<file path="config.mk">
export PLATFORM = sky130hd
export DESIGN_NAME = seq_shift_add_multiplier
export DESIGN_NICKNAME = d
export VERILOG_FILES = /design/src/rtl/seq_mul_pkg.sv /design/src/rtl/cond_negate.sv /design/src/rtl/seq_shift_add_multiplier.sv
export SDC_FILE = /design/constraint.sdc
export NUM_CORES = 1
export LEC_CHECK = 0
export CAP_MARGIN = 20
export CORE_UTILIZATION = 56
export DETAILED_ROUTE_END_ITERATION = 6
export PLACE_DENSITY = 0.81
export SLEW_MARGIN = 5
export SYNTH_ARGS = -nofsm -noshare
export SYNTH_HDL_FRONTEND = slang
export SYNTH_HIERARCHICAL = 1
export SYNTH_SLANG_ARGS = --single-unit
</file>
<file path="constraint.sdc">
create_clock -name clk -period 11.95 [get_ports clk]
set_input_delay 2.9875 -clock clk [delete_from_list [all_inputs] [get_ports clk]]
set_output_delay 2.9875 -clock clk [all_outputs]
set_load 0.05 [all_outputs]
</file>
<file path="src/rtl/seq_mul_pkg.sv">
// Shared constants for the sequential shift-add multiplier: FSM state encodings and default width.
package seq_mul_pkg;

    localparam int DEFAULT_WIDTH = 32;

    localparam logic [1:0] IDLE = 2'd0;
    localparam logic [1:0] BUSY = 2'd1;
    localparam logic [1:0] DONE = 2'd2;

endpackage

</file>
<file path="src/rtl/cond_negate.sv">
// Conditional two's-complement negation: out = neg ? 0 - in : in.
module cond_negate #(
    parameter int W = 32
) (
    input  logic         neg,
    input  logic [W-1:0] in,
    output logic [W-1:0] out
);

    assign out = neg ? ({W{1'b0}} - in) : in;

endmodule

</file>
<file path="src/rtl/seq_shift_add_multiplier.sv">
// Multi-cycle shift-add multiplier for signed or unsigned operands, one multiplier bit per clock.
// Optional build macro SEQ_MUL_EARLY_TERM_EN stops stepping once no multiplier bits remain.
module seq_shift_add_multiplier
    import seq_mul_pkg::*;
#(
    parameter int WIDTH = DEFAULT_WIDTH,
    parameter int CNT_W = $clog2(WIDTH)
) (
    input  logic               clk,
    input  logic               rst,
    input  logic               start,
    output logic               in_ready,
    input  logic               signed_mode,
    input  logic [WIDTH-1:0]   a,
    input  logic [WIDTH-1:0]   b,
    output logic [2*WIDTH-1:0] result,
    output logic               result_valid,
    input  logic               result_ready,
    output logic               busy
);

    // Handshakes: a request transfers on a rising edge where start && in_ready; a result
    // transfers on a rising edge where result_valid && result_ready. Once raised,
    // result_valid and result stay unchanged until that transfer happens.

    logic [1:0]         state;
    logic [2*WIDTH-1:0] acc;
    logic [2*WIDTH-1:0] mcand;
    logic [WIDTH-1:0]   mplier;
    logic [CNT_W-1:0]   count;
    logic               sign;

    logic [WIDTH-1:0]   mag_a;
    logic [WIDTH-1:0]   mag_b;
    logic [2*WIDTH-1:0] signed_acc;
    logic               last_step;

    cond_negate #(.W(WIDTH)) u_mag_a (
        .neg (signed_mode & a[WIDTH-1]),
        .in  (a),
        .out (mag_a)
    );

    cond_negate #(.W(WIDTH)) u_mag_b (
        .neg (signed_mode & b[WIDTH-1]),
        .in  (b),
        .out (mag_b)
    );

    // The sign fix-up reads the settled acc register in DONE, keeping it off the adder path.
    cond_negate #(.W(2*WIDTH)) u_fixup (
        .neg (sign),
        .in  (acc),
        .out (signed_acc)
    );

`ifdef SEQ_MUL_EARLY_TERM_EN
    assign last_step = (count == CNT_W'(WIDTH - 1)) || (mplier[WIDTH-1:1] == '0);
`else
    assign last_step = (count == CNT_W'(WIDTH - 1));
`endif

    assign in_ready = (state == IDLE);
    assign busy     = (state != IDLE);

    always_ff @(posedge clk or posedge rst) begin
        if (rst) begin
            state        <= IDLE;
            acc          <= '0;
            mcand        <= '0;
            mplier       <= '0;
            count        <= '0;
            sign         <= 1'b0;
            result       <= '0;
            result_valid <= 1'b0;
        end else begin
            case (state)
                IDLE: begin
                    if (start) begin
                        sign   <= signed_mode & (a[WIDTH-1] ^ b[WIDTH-1]);
                        mcand  <= {{WIDTH{1'b0}}, mag_a};
                        mplier <= mag_b;
                        acc    <= '0;
                        count  <= '0;
                        state  <= BUSY;
                    end
                end
                BUSY: begin
                    if (mplier[0]) begin
                        acc <= acc + mcand;
                    end
                    mcand  <= mcand << 1;
                    mplier <= mplier >> 1;
                    count  <= count + CNT_W'(1);
                    if (last_step) begin
                        state <= DONE;
                    end
                end
                DONE: begin
                    // First DONE cycle publishes the product; later cycles wait for the consumer.
                    if (!result_valid) begin
                        result       <= signed_acc;
                        result_valid <= 1'b1;
                    end else if (result_ready) begin
                        result_valid <= 1'b0;
                        state        <= IDLE;
                    end
                end
                default: begin
                    state <= IDLE;
                end
            endcase
        end
    end

endmodule

</file>
==> results of run 1 <==
## path summary, 6_finish.rpt
check / from / end / cells after the start
min: mplier[12] / mplier[12] / 2
max reg2reg: acc[0] / acc[60] / 12
min reg2reg: mplier[12] / mplier[12] / 2
max in group asynchronous: rst / mplier[10] / 3
max: b[6] / mplier[21] / 7
min in group asynchronous: rst / result[28] / 2
## Yosys cell counts, drive strengths merged, types with 33 or more instances
library cell	n	area, µm²
a21oi	73	384
a22oi	61	458
clkbuf	85	319
dfrtp	233	5830
ha	68	851
inv	34	128
mux2	64	721
nand2	346	1300
nor2	69	259
o21ai	161	813
o31ai	50	380
o41ai	33	368
xnor2	149	1310
## layer usage
metal  share of wire (%)  track usage (%)  vias up
met1                  45             40.5     6777
met4                 2.3             7.80        0
met2                  46             48.1      502
li1                    -                -     6715
met5                   0                0        -
met3                 6.3             3.31       65
## critical path: stages
cell,delay [ns]
clkdlybuf4s50_1,0.48
nor4_1,0.75
nand4b_1,0.67
o41ai_1,0.65
xnor2_1,0.12
a22oi_1,0.17
nand2_1,0.07
## layout by cell type, fill, tap and decap left out, drive strengths merged, types with 6 or more instances in the layout
master           n
nand2          346
dfrtp          233
o21ai          161
xnor2          149
clkdlybuf4s50  135
a21oi           73
nor2            69
ha              68
mux2            64
a22oi           61
o31ai           50
inv             34
clkbuf          33
o41ai           33
a21o            31
nand4           31
nand3           29
or3             24
nor3            23
or4             23
nand2b          18
xor2            17
nor4            16
a31oi           14
and3            13
o21bai          11
a211oi          11
o21a            10
buf             10
nor2b            9
clkinv           9
mux2i            8
and2             8
nor3b            7
nand3b           6
o211ai           6
or2              6
## cell type report
cell class / count / area, µm²
multi-input combinational: 1442 / 9610
fill: 2316 / 9490
sequential: 233 / 5830
timing repair buffer: 145 / 1430
clock buffer: 33 / 727
tap: 378 / 473
clock inverter: 15 / 236
inverter: 34 / 135
## per-stage QoR
step,util (%),cells,area (µm²),hold WS (ns),setup slack (ns)
6_report,66.0,2280,18400,0.476,6.49
5_1_grt,66.0,2280,18400,0.496,6.27
2_1_floorplan,-,1818,16000,0.437,2.57
3_5_place_dp,62.6,2232,17500,0.464,6.12
4_1_cts,66.0,2280,18400,0.479,6.63
3_3_place_gp,62.6,2232,17500,0.458,6.11
## registers in the layout (all words and copies together) (netlist names)
name          count
result           64
count             5
state             2
result_valid      1
mcand            64
sign              1
mplier           32
acc              64
## cell families (layout without fill, tap and decap cells)
kind of cell / Yosys count / count (layout) / share of synthesized area [%]
muxes: 72 / 72 / 5.00
buffers and inverters: 143 / 227 / 3.78
xor gates and xnor gates: 166 / 166 / 9.08
and+or+nand+nor: 639 / 639 / 19.2
AOI/OAI and AO/OA: 496 / 496 / 21.1
adders and majority gates: 69 / 69 / 5.44
DFF: 233 / 233 / 36.4
## where the power goes
part | switching [W] | internal [W]
logic | 0.00142 | 0.000910
clock network | 0.000347 | 0.000542
registers | 0.000319 | 0.00104
total | 0.00208 | 0.00249
==> metrics.txt, run 1 <==
Root Buffer clkbuf_16; H-tree depth 1; Post-synth EDFFs 0; Initial Util 57.3%; clk_lat worst skew 0.55 ns; Startpoint Class input pin; Die ar. 0.0293 mm²; Overflow after GRT 0; largest net degree at the start of global routing 99; unrepaired setup endpoints after global routing false; post-synthesis cell area 0.0160 mm²; WL final 41.7 mm; Final setup violation count 0; number of buffers on the longest clock path 3; ys async rst share 100%; Leak 7.76 nW; antenna violations before repair 0; Synth Instances 1818; Final nets 2020; TNS Setup 0 ns; synth warn 6; first-pass GRT wire length 68.6 mm; Tightest Hold Check Type reg -> reg; syn nets 1956; via/cell ratio 6.17; pwr/cell area 248 mW/mm²; hold_buf cts 0; status complete, no violations; CTS tree done; fin crit period 5.46 ns; Synth cell types 83; Post-DP HPWL 30.0 mm; WP data arrival 5.90 ns; Final period util 45.7%; ANT nets after route 0; Setup Skew 0.0312 ns; Synth Area per Inst 8.81 µm²; CTS clk-pin slew, worst paths 0.06 ns; Power, Total 0.00458 W; Max-cap violations 0; clock sink total 233; Worst setup EP type register; vias in the first global route 13400; Max VDD drop 0.113 mV; CP required 12.39 ns; Setup Fix Bufs, Post-CTS 0; Slew Limit Fails 0; fmax 0.183 GHz; maximum fanout along the worst path 11; vias 14100; Port Buffers 135; #FFs+latches synth 233; # diodes 0; IO Count 136; fraction of layout cells with a size suffix above 1 9.15%; Iteration-0 DRC Markers 927; Die Span Y 171 µm; predominant post-synthesis flop cell dfrtp_1; sequential share of the synthesized area 36.4%; row cnt 61; die width 171 µm; # DRC 0; Slew HR 27.5%; Total GRT Usage 29.1%; actual slew at the worst max-slew pin 1.09 ns; core area 0.0279 mm²; total CTS buffers 26; area grow syn2layout 15.1%; crit path kind in -> reg; Final Hold Viols 0; reg2reg setup slack 8.34 ns; routed len/inst 18.3 µm; post-CTS sizing 0; Placer Congestion 0.968; 1st-pass router iterations 5
(Power assumes the default switching activity.)
==> run 2, diff against run 1 <==
==> constraint.sdc (replaced) <==
create_clock -name clk -period 5.23 [get_ports clk]
set_input_delay 1.3075 -clock clk [delete_from_list [all_inputs] [get_ports clk]]
set_output_delay 1.3075 -clock clk [all_outputs]
set_load 0.05 [all_outputs]
==> metrics.txt, run 2 (synthesis results as in run 1) <==
Setup Skew 0.0179 ns; Worst setup EP type register; Final setup violation count 0; reg2reg setup slack 1.58 ns; maximum fanout along the worst path 6; total CTS buffers 27; fillers 2301; Leak 7.73 nW; row cnt 61; CP required 5.70 ns; fraction of layout cells with a size suffix above 1 9.02%; Port Buffers 135; internal power 0.00553 W; Logic pwr share 51.9%; Total GRT Usage 29.7%; clock sink total 233; vias 14100; antenna violations before repair 2; Startpoint Class register; Iteration-0 DRC Markers 933; die width 171 µm; Reg2Reg Depth 12; first-pass GRT wire length 69.7 mm; area grow syn2layout 14.8%; Initial Util 57.3%; Finished Cell Area 0.0184 mm²; WP data arrival 4.12 ns; unrepaired setup endpoints after global routing false; actual slew at the worst max-slew pin 1.06 ns; Max-cap violations 0; clk_lat worst skew 0.54 ns; via/cell ratio 6.15; core area 0.0279 mm²; met1 usage 40.3%; Setup Fix Bufs, Post-CTS 0; Slew HR 29.0%; GRT met2 Usage 49.3%; Overflow after GRT 0; Reg power frac 30.4%; Slew Limit Fails 0; largest net degree at the start of global routing 127; clock share of power 17.7%; Die Span Y 171 µm; number of buffers on the longest clock path 3; ANT nets after route 0; fin cells 2285; area after detailed placement 0.0175 mm²; hold_buf cts 0; Post-DP HPWL 30.9 mm; Tightest Hold Check Type reg -> reg; Final Hold Viols 0; Placer Congestion 0.974; post-CTS sizing 0; Final period util 69.8%; routed len/inst 18.7 µm; pwr/cell area 560 mW/mm²; commonest non-fill, non-tap cell in the layout nand2_1; Sw Pwr 0.00477 W; H-tree depth 1; 1st-pass router iterations 5; commonest cells after routing, fill and taps aside nand2_1, dfrtp_1, o21ai_0, xnor2_1, clkdlybuf4s50_1; Storage cell area 0.00583 mm²; CTS tree done; multi-input logic area 0.00961 mm²; largest registers acc (64), mcand (64), result (64); Max VDD drop 0.250 mV; Die ar. 0.0293 mm²; met3 Track Usage GR 3.68%; vias in the first global route 13600; crit path kind reg -> reg; CTS clk-pin slew, worst paths 0.06 ns; Final nets 2024; placed insts 2234; Sw Ratio 46.3%; fin crit period 3.65 ns; # DRC 0; Cells on Worst Hold Path 2; WL final 42.7 mm; status complete, no violations; IO Count 136; GRT Max-Usage Layer met2; Root Buffer clkbuf_16; fmax 0.274 GHz; TNS Setup 0 ns
-- run 2: final timing paths --
kind                             from          to
max in group asynchronous         rst  mplier[23]
hold reg to reg            mplier[25]  mplier[25]
setup reg to reg               acc[0]     acc[60]
min in group asynchronous         rst   mcand[32]
hold / removal             mplier[25]  mplier[25]
setup / recovery               acc[0]     acc[60]
-- run 2: routing by layer --
metal  up-vias  share of wire [%]
li1       6708                  -
met1      6788                 44
met2       490                 47
met3        75                6.2
met4         2                2.6
met5         -              0.019
-- run 2: power groups by stage --
stage / combinational, W / sequential (W) / clock (W)
floorplan: 0.00402 / 0.00299 / 0
global placement: 0.00510 / 0.00313 / 0
detailed placement: 0.00522 / 0.00316 / 0
CTS: 0.00524 / 0.00314 / 0.00185
global route: 0.00590 / 0.00320 / 0.00193
finish: 0.00534 / 0.00313 / 0.00183
-- run 2: stage by stage --
step           setup WS (ns)  total power (W)  utilization, %  hold slack (ns)
2_1_floorplan          0.873          0.00700               -            0.437
3_3_place_gp            1.19          0.00823            62.7            0.459
3_5_place_dp            1.15          0.00839            62.7            0.463
4_1_cts                 1.65           0.0102            65.7            0.479
5_1_grt                 1.36           0.0110            65.8            0.492
6_report                1.58           0.0103            65.8            0.475
-- run 2: cell type report --
| cell class | count | area share (%) |
|---|---|---|
| clock buffer | 39 | 4.14 |
| sequential | 233 | 31.7 |
| inverter | 34 | 0.715 |
| timing repair buffer | 148 | 8.09 |
| antenna | 1 | 0.0136 |
| clock inverter | 10 | 0.456 |
| tap | 378 | 2.57 |
| multi-input combinational | 1442 | 52.3 |
-- run 2: worst max-delay path: stages, from the launching register on --
cell      delay, ns
dfrtp_1        0.44
ha_1           0.22
inv_1          0.06
fa_1           0.37
nand2b_1       0.21
a21oi_1        0.22
o31ai_1        0.12
a21oi_1        0.48
a31oi_4        0.26
a31oi_2        0.41
a211oi_2       0.19
or4_1          0.51
nand3_1        0.09
